### src/rtl/mips_multicycle_ctrl.sv
// Multi-cycle control FSM for the MIPS-subset core: sequences IF/ID/EX/MEM/WB,
// handshakes with instruction/data memories and counts retired instructions.
module mips_multicycle_ctrl #(
    parameter int CNT_W    = 32,
    parameter int LINK_REG = 31
) (
    input  logic             clk,
    input  logic             rst,
    output logic             imem_req,
    input  logic             imem_ack,
    input  logic [31:0]      instr,
    output logic             dmem_req,
    output logic             dmem_we,
    input  logic             dmem_ack,
    input  logic             alu_zero,
    output logic [31:0]      ir,
    output logic             pc_we,
    output logic [1:0]       pc_sel,
    output logic             alu_src_imm,
    output logic             reg_we,
    output logic [1:0]       reg_dst,
    output logic             mem_to_reg,
    output logic [2:0]       state,
    output logic [CNT_W-1:0] retired
);

    typedef enum logic [2:0] {
        S_IF  = 3'd0,
        S_ID  = 3'd1,
        S_EX  = 3'd2,
        S_MEM = 3'd3,
        S_WB  = 3'd4
    } state_e;

    // The datapath turns reg_dst=10 into this register index.
    if (LINK_REG < 0 || LINK_REG > 31) begin : g_bad_link
        $error("LINK_REG must be a valid register index");
    end

    // Held as a raw encoding so illegal values 5-7 stay representable.
    logic [2:0]       state_q, state_d;
    logic [31:0]      ir_q, ir_d;
    logic [CNT_W-1:0] retired_q, retired_d;

    logic [5:0] op;
    logic       is_r, is_j, is_jal, is_br, is_ld, is_st;
    logic       retire;

    assign op     = ir_q[31:26];
    assign is_r   = (op == 6'b000000);
    assign is_j   = (op[5:1] == 5'b00001);
    assign is_jal = (op == 6'b000011);
    assign is_br  = (op == 6'b000100) || (op == 6'b000101);
    assign is_ld  = (op[5:3] == 3'b100);
    assign is_st  = (op[5:3] == 3'b101);

    always_comb begin
        state_d     = state_q;
        ir_d        = ir_q;
        retired_d   = retired_q;
        retire      = 1'b0;
        imem_req    = 1'b0;
        dmem_req    = 1'b0;
        dmem_we     = 1'b0;
        pc_we       = 1'b0;
        pc_sel      = 2'b00;
        alu_src_imm = 1'b0;
        reg_we      = 1'b0;
        reg_dst     = 2'b00;
        mem_to_reg  = 1'b0;

        case (state_q)
            S_IF: begin
                imem_req = 1'b1;
                if (imem_ack) begin
                    ir_d    = instr;
                    pc_we   = 1'b1;
                    state_d = S_ID;
                end
            end
            S_ID: begin
                if (is_j) begin
                    pc_we   = 1'b1;
                    pc_sel  = 2'b10;
                    retire  = 1'b1;
                    state_d = S_IF;
                    if (is_jal) begin
                        reg_we  = 1'b1;
                        reg_dst = 2'b10;
                    end
                end else begin
                    state_d = S_EX;
                end
            end
            S_EX: begin
                alu_src_imm = !is_r && !is_br;
                if (is_br) begin
                    // op[0] distinguishes BNE from BEQ
                    if (op[0] ? !alu_zero : alu_zero) begin
                        pc_we  = 1'b1;
                        pc_sel = 2'b01;
                    end
                    retire  = 1'b1;
                    state_d = S_IF;
                end else if (is_ld || is_st) begin
                    state_d = S_MEM;
                end else begin
                    state_d = S_WB;
                end
            end
            S_MEM: begin
                dmem_req = 1'b1;
                dmem_we  = op[3];
                if (dmem_ack) begin
                    if (is_st) begin
                        retire  = 1'b1;
                        state_d = S_IF;
                    end else begin
                        state_d = S_WB;
                    end
                end
            end
            S_WB: begin
                reg_we     = 1'b1;
                reg_dst    = is_r ? 2'b00 : 2'b01;
                mem_to_reg = is_ld;
                retire     = 1'b1;
                state_d    = S_IF;
            end
            default: state_d = S_IF;
        endcase

        if (retire) retired_d = retired_q + CNT_W'(1);

        // Requests and strobes drop in the very cycle reset is sampled.
        if (rst) begin
            imem_req    = 1'b0;
            dmem_req    = 1'b0;
            dmem_we     = 1'b0;
            pc_we       = 1'b0;
            pc_sel      = 2'b00;
            alu_src_imm = 1'b0;
            reg_we      = 1'b0;
            reg_dst     = 2'b00;
            mem_to_reg  = 1'b0;
        end
    end

    always_ff @(posedge clk) begin
        if (rst) begin
            state_q   <= S_IF;
            ir_q      <= '0;
            retired_q <= '0;
        end else begin
            state_q   <= state_d;
            ir_q      <= ir_d;
            retired_q <= retired_d;
        end
    end

    assign state   = state_q;
    assign ir      = ir_q;
    assign retired = retired_q;

endmodule

### config.mk
export PLATFORM = sky130hd
export DESIGN_NAME = mips_multicycle_ctrl
export DESIGN_NICKNAME = d
export VERILOG_FILES = /design/src/rtl/mips_multicycle_ctrl.sv
export SDC_FILE = /design/constraint.sdc
export NUM_CORES = 1
export LEC_CHECK = 0
export ABC_AREA = 0
export BUFFER_PORTS_ARGS = -buffer_cell sky130_fd_sc_hd__buf_2
export CAP_MARGIN = 30
export CORE_MARGIN = 1.5
export CORE_UTILIZATION = 49
export DETAILED_ROUTE_END_ITERATION = 12
export PLACE_DENSITY = 0.85
export SYNTH_ARGS = -nofsm -noshare
export SYNTH_HDL_FRONTEND = slang
export SYNTH_SLANG_ARGS = --single-unit
### constraint.sdc
create_clock -name clk -period 3.1 [get_ports clk]
set_clock_uncertainty 0.2 [all_clocks]
set_input_delay 0.465 -clock clk [delete_from_list [all_inputs] [get_ports clk]]
set_output_delay 0.465 -clock clk [all_outputs]
set_load 0.005 [all_outputs]
; ---- After elaboration in Yosys (flattened, before gate mapping)
; Index checks and enable logic that the tools add are counted.
[classes]
n_addsub = 1
n_eq_ne = 12
muxes = 42
n_reduce_logical = 10
[op_table]
columns = op, count
row1 = 32-bit by 1-bit adder with 32-bit output (second input constant), 1
row2 = 1-bit two-way mux, 25
row3 = 3-bit two-way mux, 5
row4 = 6-bit by 3-bit equality test with 1-bit output (second input constant), 2
row5 = 2-bit two-way mux, 6
row6 = 3-bit case mux with 4 select lines, 1
row7 = 3-bit equality test (second input constant), 3
row8 = 2-bit case mux with 2 select lines, 2
row9 = 3-bit by 2-bit equality test with 1-bit output (second input constant), 2
row10 = 6-bit by 2-bit equality test with 1-bit output (second input constant), 1
row11 = 6-bit zero test, 1
row12 = 5-bit by 1-bit equality test with 1-bit output (second input constant), 1
row13 = 2-bit inequality test (second input constant), 2
row14 = 1-bit case mux with 4 select lines, 1
row15 = 2-bit AND reduction, 2
row16 = 3-bit by 1-bit equality test with 1-bit output (second input constant), 1
row17 = 1-bit zero test, 3
row18 = 3-bit zero test, 1
row19 = 1-bit case mux with 3 select lines, 1
row20 = 1-bit logical OR, 2
row21 = 1-bit case mux with 2 select lines, 1
row22 = 1-bit logical AND, 1
[word_totals]
register_bits = 67
inputBits = 37
out_inout_bits = 78
word_cells = 68

; ---- Logic depth before layout (Yosys ltp)
; Gate-level depths: netlist of run 1.
[depth]
ltp_word = 6
ltp_mapped = 8
depth_no_buf = 6

; ---- Worst setup path after synthesis of run 1
; Ideal clock, no wire load.
[synth_path]
path_type = reg2out
from = register state_q[1], in the netlist state[1]
to = output pc_we
arrival_time_ns = 1.780
required_time_ns = 2.435
path_slack_ns = 0.655
stages_incl_launch_ff = 5
n_path_buf = 1
cell_sequence = dfxtp_1 -> clkbuf_1 -> or4b_2 -> nor4_1 -> o21bai_1
[synth_via]
elab_chain_cells = 3
elab_cells_between_ends = 5
cone_classes = eq/ne: 2 / mux: 2 / reduce/logical: 1
[synth_rtl]
columns = element, line_no
row1 = start: declaration, 41  ; logic [2:0] state_q, state_d;
row2 = start signal: assignment, 155  ; state_q <= state_d;
row3 = "3-bit by 2-bit equality test with 1-bit output, or another cell as far along", 72  ; case (state_q)
row4 = 1-bit case mux with 3 select lines (*), 72
row5 = 1-bit two-way mux (*), 136  ; if (rst) begin
row6 = end: declaration, 17  ; output logic pc_we,
; Mark *: on every way between the ends. The rest lies on a longest branch, timed or not.

; ---- Worst setup path after layout of run 1
; Ends and elaborated chain as after synthesis.

==> results.ini, run 1 <==
[setup_path]
reg2reg_depth=5
cp_num_buf_inv=1
arrival_ps=2220
required_ps=2430
path_delay_family=simple AND/OR/NAND/NOR gates
path_max_fanout=14
cp_slowest_stage_delay_ps=660
path_class=reg2out
r2r-start=state[1]$_SDFFE_PP0P_
r2r_end=retired[5]$_SDFFE_PP0P_
crit_chain=or4b_2 > nor4_1 > o21bai_1 > buf_2
cp_slowest_cell=or4b_2
cp-end-kind=primary output
cp-start-kind=flip-flop
r2r_slack_ps=450

[global_routing]
grt_max_degree=75
grt_pass1_wl_um=12460
grt_pass1_vias=2927
overflow=0
antenna_found_initial=0
grt.total_usage_pct=24.04

[floorplan]
design.core.area_sq_um=5956
row_count=28
dieArea_sq_um=6652
die_h_um=81.56
die_x_um=81.56
ios=115
initial_core_util_pct=50.78

[logic_synthesis]
syn_nets=423
postSynthAreaPerCell_sq_um=7.855
ys.flop_type=dfxtp_1
netlist_instances=385
yosysWarnings=0
synth_area_leaders=dfxtp_1 44%, a21oi_1 11%, nand2_1 9.2%
synth_top_cell_by_area=dfxtp_1
yosysUniqueCellTypes=40
yosys.area.top_type_share_pct=44.35
synthArstFlopShare_pct=0
yosysSeqAreaShare_pct=44.35
syn-cell-area_sq_um=3024
ys_ff_latch=67
synth_edf_count=0

[route]
vias=3184
vias_per_cell=5.586
ant_nets=0
dr.pass1.iters=4
post-route-drc-count=0
drtIter0Drc=196
wire_per_inst_um=13.35
wl_um=7612

[sta]
fin_ws_ps=211.9
finalMaxSlewViolations=0
worstMarginPinSlew_ps=955.6
slew_headroom_pct=36.29
min_period_over_period_pct=93.16
rsz0062_at_grt=false
max_freq_mhz=346.3
setup_violations=0
fin_crit_ps=2888
setup_tns_ps=0
hold_viol=0
whs_ps=147.7

[min_path]
hold_depth=3
min_from=instr[16]
holdPathEnd=ir[16]$_SDFFE_PP0N_
hp-class=in2reg

[power]
power.density_nw_per_um2=496.8
p_leak_nw=1.609
peakVddDrop_mv=0.3202

[cells_and_area]
design_area_sq_um=3871
drive_gt1_share_pct=29.70
fin_nets=528
multiInputGateArea_sq_um=1538
area_delta_synth_final_pct=28.01
fin_util_pct=65.00
n_antenna_cell=0
nFillCells=511
final-seq-area_sq_um=1341

[cts]
clock-sinks=67
htree_levels=3
cts_tree=built
clkTransAtPathRegs_ps=80
post_cts_resize_count=0
insertion_delay_ps=340
postCtsSetupBuffers=0
numCtsBuffers=9
cts_root_buf=clkbuf_8
cts_max_path_buffers=2
ctsHoldBuffers=0

[place]
portBuffers=114
place_area_sq_um=3645
pre_cts_slack_ps=500.3
hpwl_um=5179
gp_congestion=0.8322

[status]
status=complete, no violations

[flow_run]
cap_viol_max_count=0

-- worst max-delay path by stage --
| stage | start | depth (start not counted) | slack [ps] | end |
|---|---|---|---|---|
| 3_5_place_dp | state[1]$_SDFFE_PP0P_ | 5 | 500 | retired[5]$_SDFFE_PP0P_ |
| 5_1_grt | state[1]$_SDFFE_PP0P_ | 4 | 60 | pc_we |
| 6_report | state[1]$_SDFFE_PP0P_ | 4 | 210 | pc_we |
| 4_1_cts | state[1]$_SDFFE_PP0P_ | 4 | 200 | pc_we |
| 3_3_place_gp | rst | 5 | 570 | pc_we |
| 2_1_floorplan | state[1]$_SDFFE_PP0P_ | 4 | 660 | pc_we |
-- cells in the final DEF, fill, tap and decap left out, drive strengths merged, types with 11 or more instances in the layout --
cell type,netlist,routed
buf,3,122
o31ai,18,18
or3,14,14
inv,11,11
o21ai,12,12
nor2,12,12
nand2,74,74
a21oi,64,64
nand3,12,12
dfxtp,67,67
or4,21,21
-- tightest hold or removal path, delay by kind of cell --
| kind | cells | cell delay (ps) |
|---|---|---|
| and+or+nand+nor | 1 | 40 |
| buffers and inverters | 1 | 90 |
| AOI/OAI and AO/OA | 1 | 50 |
-- cell usage after synthesis, drive strengths merged (2+ instances only) --
master  number
nor4         2
a21oi       64
xnor2        2
a31oi        2
inv         11
buf          3
nor2b        2
nand2b       5
o31ai       18
and2         2
nand2       74
o21bai       2
nor3         9
nor2        12
or3         14
clkbuf      25
or4         21
nand3       12
dfxtp       67
o21ai       12
a22oi        3
nand4        6
or2          4
-- through the flow --
stage | total power [mW] | std cells
final | 1.923 | 570
after floorplan | 1.042 | 385
after CTS | 1.942 | 570
after detailed placement | 1.123 | 554
after global placement | 1.117 | 554
after global routing | 2.002 | 570
-- sequential cells by signal (all words and copies together) (netlist names) --
register  count
ir           32
retired      32
state         3
-- logic make-up (layout without fill, tap and decap cells) --
kind of cell	count (synthesis)	after routing	synth area share [%]
multiplexers	2	2	0.7033
flip-flops	67	67	44.35
XOR/XNOR	3	3	0.8690
buffers and inverters	39	149	4.965
AND/OR/NAND/NOR	169	169	28.59
AO/OA/AOI/OAI	104	104	20.11
adder cells (fa/ha/maj)	1	1	0.4137
-- final cells by class --
class                      count  share of cell area, %
clock buffer                  10                  3.555
clock inverter                 6                  2.295
inverter                      11                  1.067
multi-input combinational    279                  39.72
sequential                    67                  34.65
tap                           75                  2.424
timing repair buffer         122                  16.29
-- per-layer routing --
metal	share of wire, %	GRT usage, %
met5	0	0
met4	2.3	12.93
met3	7.2	6.444
met2	47	40.74
met1	43	27.46
-- power breakdown --
group	leakage, nW	internal (mW)	total [mW]	switching [mW]
logic	0.955	0.0785	0.186	0.108
registers	0.545	0.892	0.917	0.0248
clock network	0.108	0.474	0.820	0.346
total	1.61	1.44	1.92	0.478
Power figures use the tool's default switching activity.
==> run 2: changes to the inputs <==
--- a/config.mk
+++ b/config.mk
@@ -12,6 +12,7 @@
 export CORE_UTILIZATION = 49
 export DETAILED_ROUTE_END_ITERATION = 12
 export PLACE_DENSITY = 0.85
+export RECOVER_POWER = 25
 export SYNTH_ARGS = -nofsm -noshare
 export SYNTH_HDL_FRONTEND = slang
 export SYNTH_SLANG_ARGS = --single-unit
==> run 2 against run 1 <==
Combinational power fell by 3%. Worst setup slack hardly changed. Cell count stayed put. Sequential share of layout area up 0.28 points. Flip-flop and latch count stayed put. Maximum frequency hardly changed. Cell area is 0.81% lower. Register-to-register slack hardly changed. Sequential power hardly changed. Via count fell by 0.79%. Non-clock buffer count unchanged. First-iteration DRC count increased by 6.1%. Highest routed layer unchanged.
==> results.ini, run 2 (synthesis gave the netlist of run 1 again) <==
[cells_and_area]
fin_nets=528  ; unchanged
design_area_sq_um=3840  ; -0.81%
final-seq-area_sq_um=1341  ; unchanged
multiInputGateArea_sq_um=1538  ; unchanged
final_cell_mix=89 x buf_2, 74 x nand2_1, 67 x dfxtp_1, 64 x a21oi_1, 25 x clkbuf_1
drive_gt1_share_pct=24.65  ; -5.1 points
n_antenna_cell=0  ; unchanged
fin_util_pct=64.47  ; -0.53 points
area_delta_synth_final_pct=26.98
nFillCells=528  ; +3.3%
final_common_cell=buf_2
layout.cells.non_filler=570  ; unchanged

[global_routing]
grt.total_usage_pct=24.04  ; unchanged
antenna_found_initial=0  ; unchanged
grt_pass1_wl_um=12460  ; unchanged
grtUsageMet3_pct=6.444  ; unchanged
overflow=0  ; unchanged
top_usage_layer=met2
use_met1_pct=27.46  ; unchanged
groute.layer.met2.usage_pct=40.74  ; unchanged
grt_max_degree=75  ; unchanged
grt_pass1_vias=2927  ; unchanged

[place]
place_area_sq_um=3645  ; unchanged
portBuffers=114  ; unchanged
gp_congestion=0.8322  ; unchanged
pre_cts_slack_ps=500.3  ; unchanged
hpwl_um=5179  ; unchanged
placed_cells=554  ; unchanged

[route]
wl_um=7586  ; -0.34%
wire_per_inst_um=13.31  ; -0.34%
drtIter0Drc=208  ; +6.1%
ant_nets=0  ; unchanged
dr.pass1.iters=4  ; unchanged
post-route-drc-count=0  ; unchanged
vias=3159  ; -0.79%
vias_per_cell=5.542  ; -0.79%

[power]
power.density_nw_per_um2=500.6  ; +0.77%
p_leak_nw=1.507  ; -6.3%
peakVddDrop_mv=0.3191  ; -0.32%

[sta]
slew_headroom_pct=37.00  ; +0.71 points
setup_violations=0  ; unchanged
fin_crit_ps=2888  ; +0.2280 ps
max_freq_mhz=346.2  ; about the same
setup_tns_ps=0  ; unchanged
min_period_over_period_pct=93.17  ; about the same
fin_ws_ps=211.7  ; -0.2280 ps
worstMarginPinSlew_ps=944.9  ; -10.65 ps
finalMaxSlewViolations=0  ; unchanged
hold_viol=0  ; unchanged
rsz0062_at_grt=false

[cts]
ctsHoldBuffers=0  ; unchanged
cts_root_buf=clkbuf_8
insertion_delay_ps=350  ; about the same
postCtsSetupBuffers=0  ; unchanged
clkTransAtPathRegs_ps=80  ; about the same
cts_tree=built
htree_levels=3  ; unchanged
cts_max_path_buffers=2  ; unchanged
numCtsBuffers=9  ; unchanged
clock-sinks=67  ; unchanged
post_cts_resize_count=0  ; unchanged

[floorplan]
dieArea_sq_um=6652  ; unchanged
die_x_um=81.56  ; unchanged
row_count=28  ; unchanged
design.core.area_sq_um=5956  ; unchanged
ios=115  ; unchanged
die_h_um=81.56  ; unchanged
initial_core_util_pct=50.78  ; unchanged

[min_path]
min_from=instr[16]
hold_depth=3  ; unchanged
hp-class=in2reg
holdPathEnd=ir[16]$_SDFFE_PP0N_

[setup_path]
r2r-start=state[1]$_SDFFE_PP0P_
required_ps=2430  ; about the same
path_class=reg2out
arrival_ps=2220  ; about the same
r2r_end=retired[5]$_SDFFE_PP0P_
r2r_slack_ps=460  ; about the same
path_max_fanout=14  ; unchanged
cp-start-kind=flip-flop
cp-end-kind=primary output
reg2reg_depth=5  ; unchanged

[flow_run]
cap_viol_max_count=0  ; unchanged

[status]
status=complete, no violations

run 2: changes by cell type in the layout (fill, tap and decap cells not counted), sizes merged:
cell / change
buf: -25
clkbuf: +25
run 2: worst max-delay path by stage:
stage	startpoint	end	slack [ps]
6_report	state[1]$_SDFFE_PP0P_	pc_we	210
5_1_grt	state[1]$_SDFFE_PP0P_	pc_we	60
4_1_cts	state[1]$_SDFFE_PP0P_	pc_we	200
3_5_place_dp	state[1]$_SDFFE_PP0P_	retired[5]$_SDFFE_PP0P_	500
3_3_place_gp	rst	pc_we	570
2_1_floorplan	state[1]$_SDFFE_PP0P_	pc_we	660
run 2: worst max-delay path, cell delays in order, from the launching register on:
cell      delay, ps
dfxtp_1         560
or4b_2          660
nor4_1          350
o21bai_1        160
buf_2           130
run 2: cell type report:
type                       count  share of cell area (%)
sequential                    67                   34.93
timing repair buffer         122                   15.61
tap                           75                   2.444
multi-input combinational    279                   40.05
inverter                      11                   1.075
clock buffer                  10                   3.584
clock inverter                 6                   2.313
run 2: metrics by stage:
stage / total power [mW] / hold slack [ps]
floorplan: 1.042 / 252.7
global placement: 1.117 / 239.1
detailed placement: 1.123 / 243.4
CTS: 1.942 / 131.6
global route: 1.998 / 136.6
finish: 1.922 / 141.3
run 2: per-layer routing:
layer / routed length (um) / vias to the layer above / share of wire (%)
met2: 3588 / 105 / 47
li1: - / 1583 / -
met3: 515 / 15 / 6.8
met4: 178 / 0 / 2.3
met1: 3304 / 1456 / 44
met5: 0 / - / 0
run 2: report_power, final:
part | leakage, nW | switching [mW] | internal (mW)
clock network | 0.108 | 0.349 | 0.474
logic | 0.853 | 0.108 | 0.0738
registers | 0.545 | 0.0254 | 0.892
total | 1.51 | 0.482 | 1.44
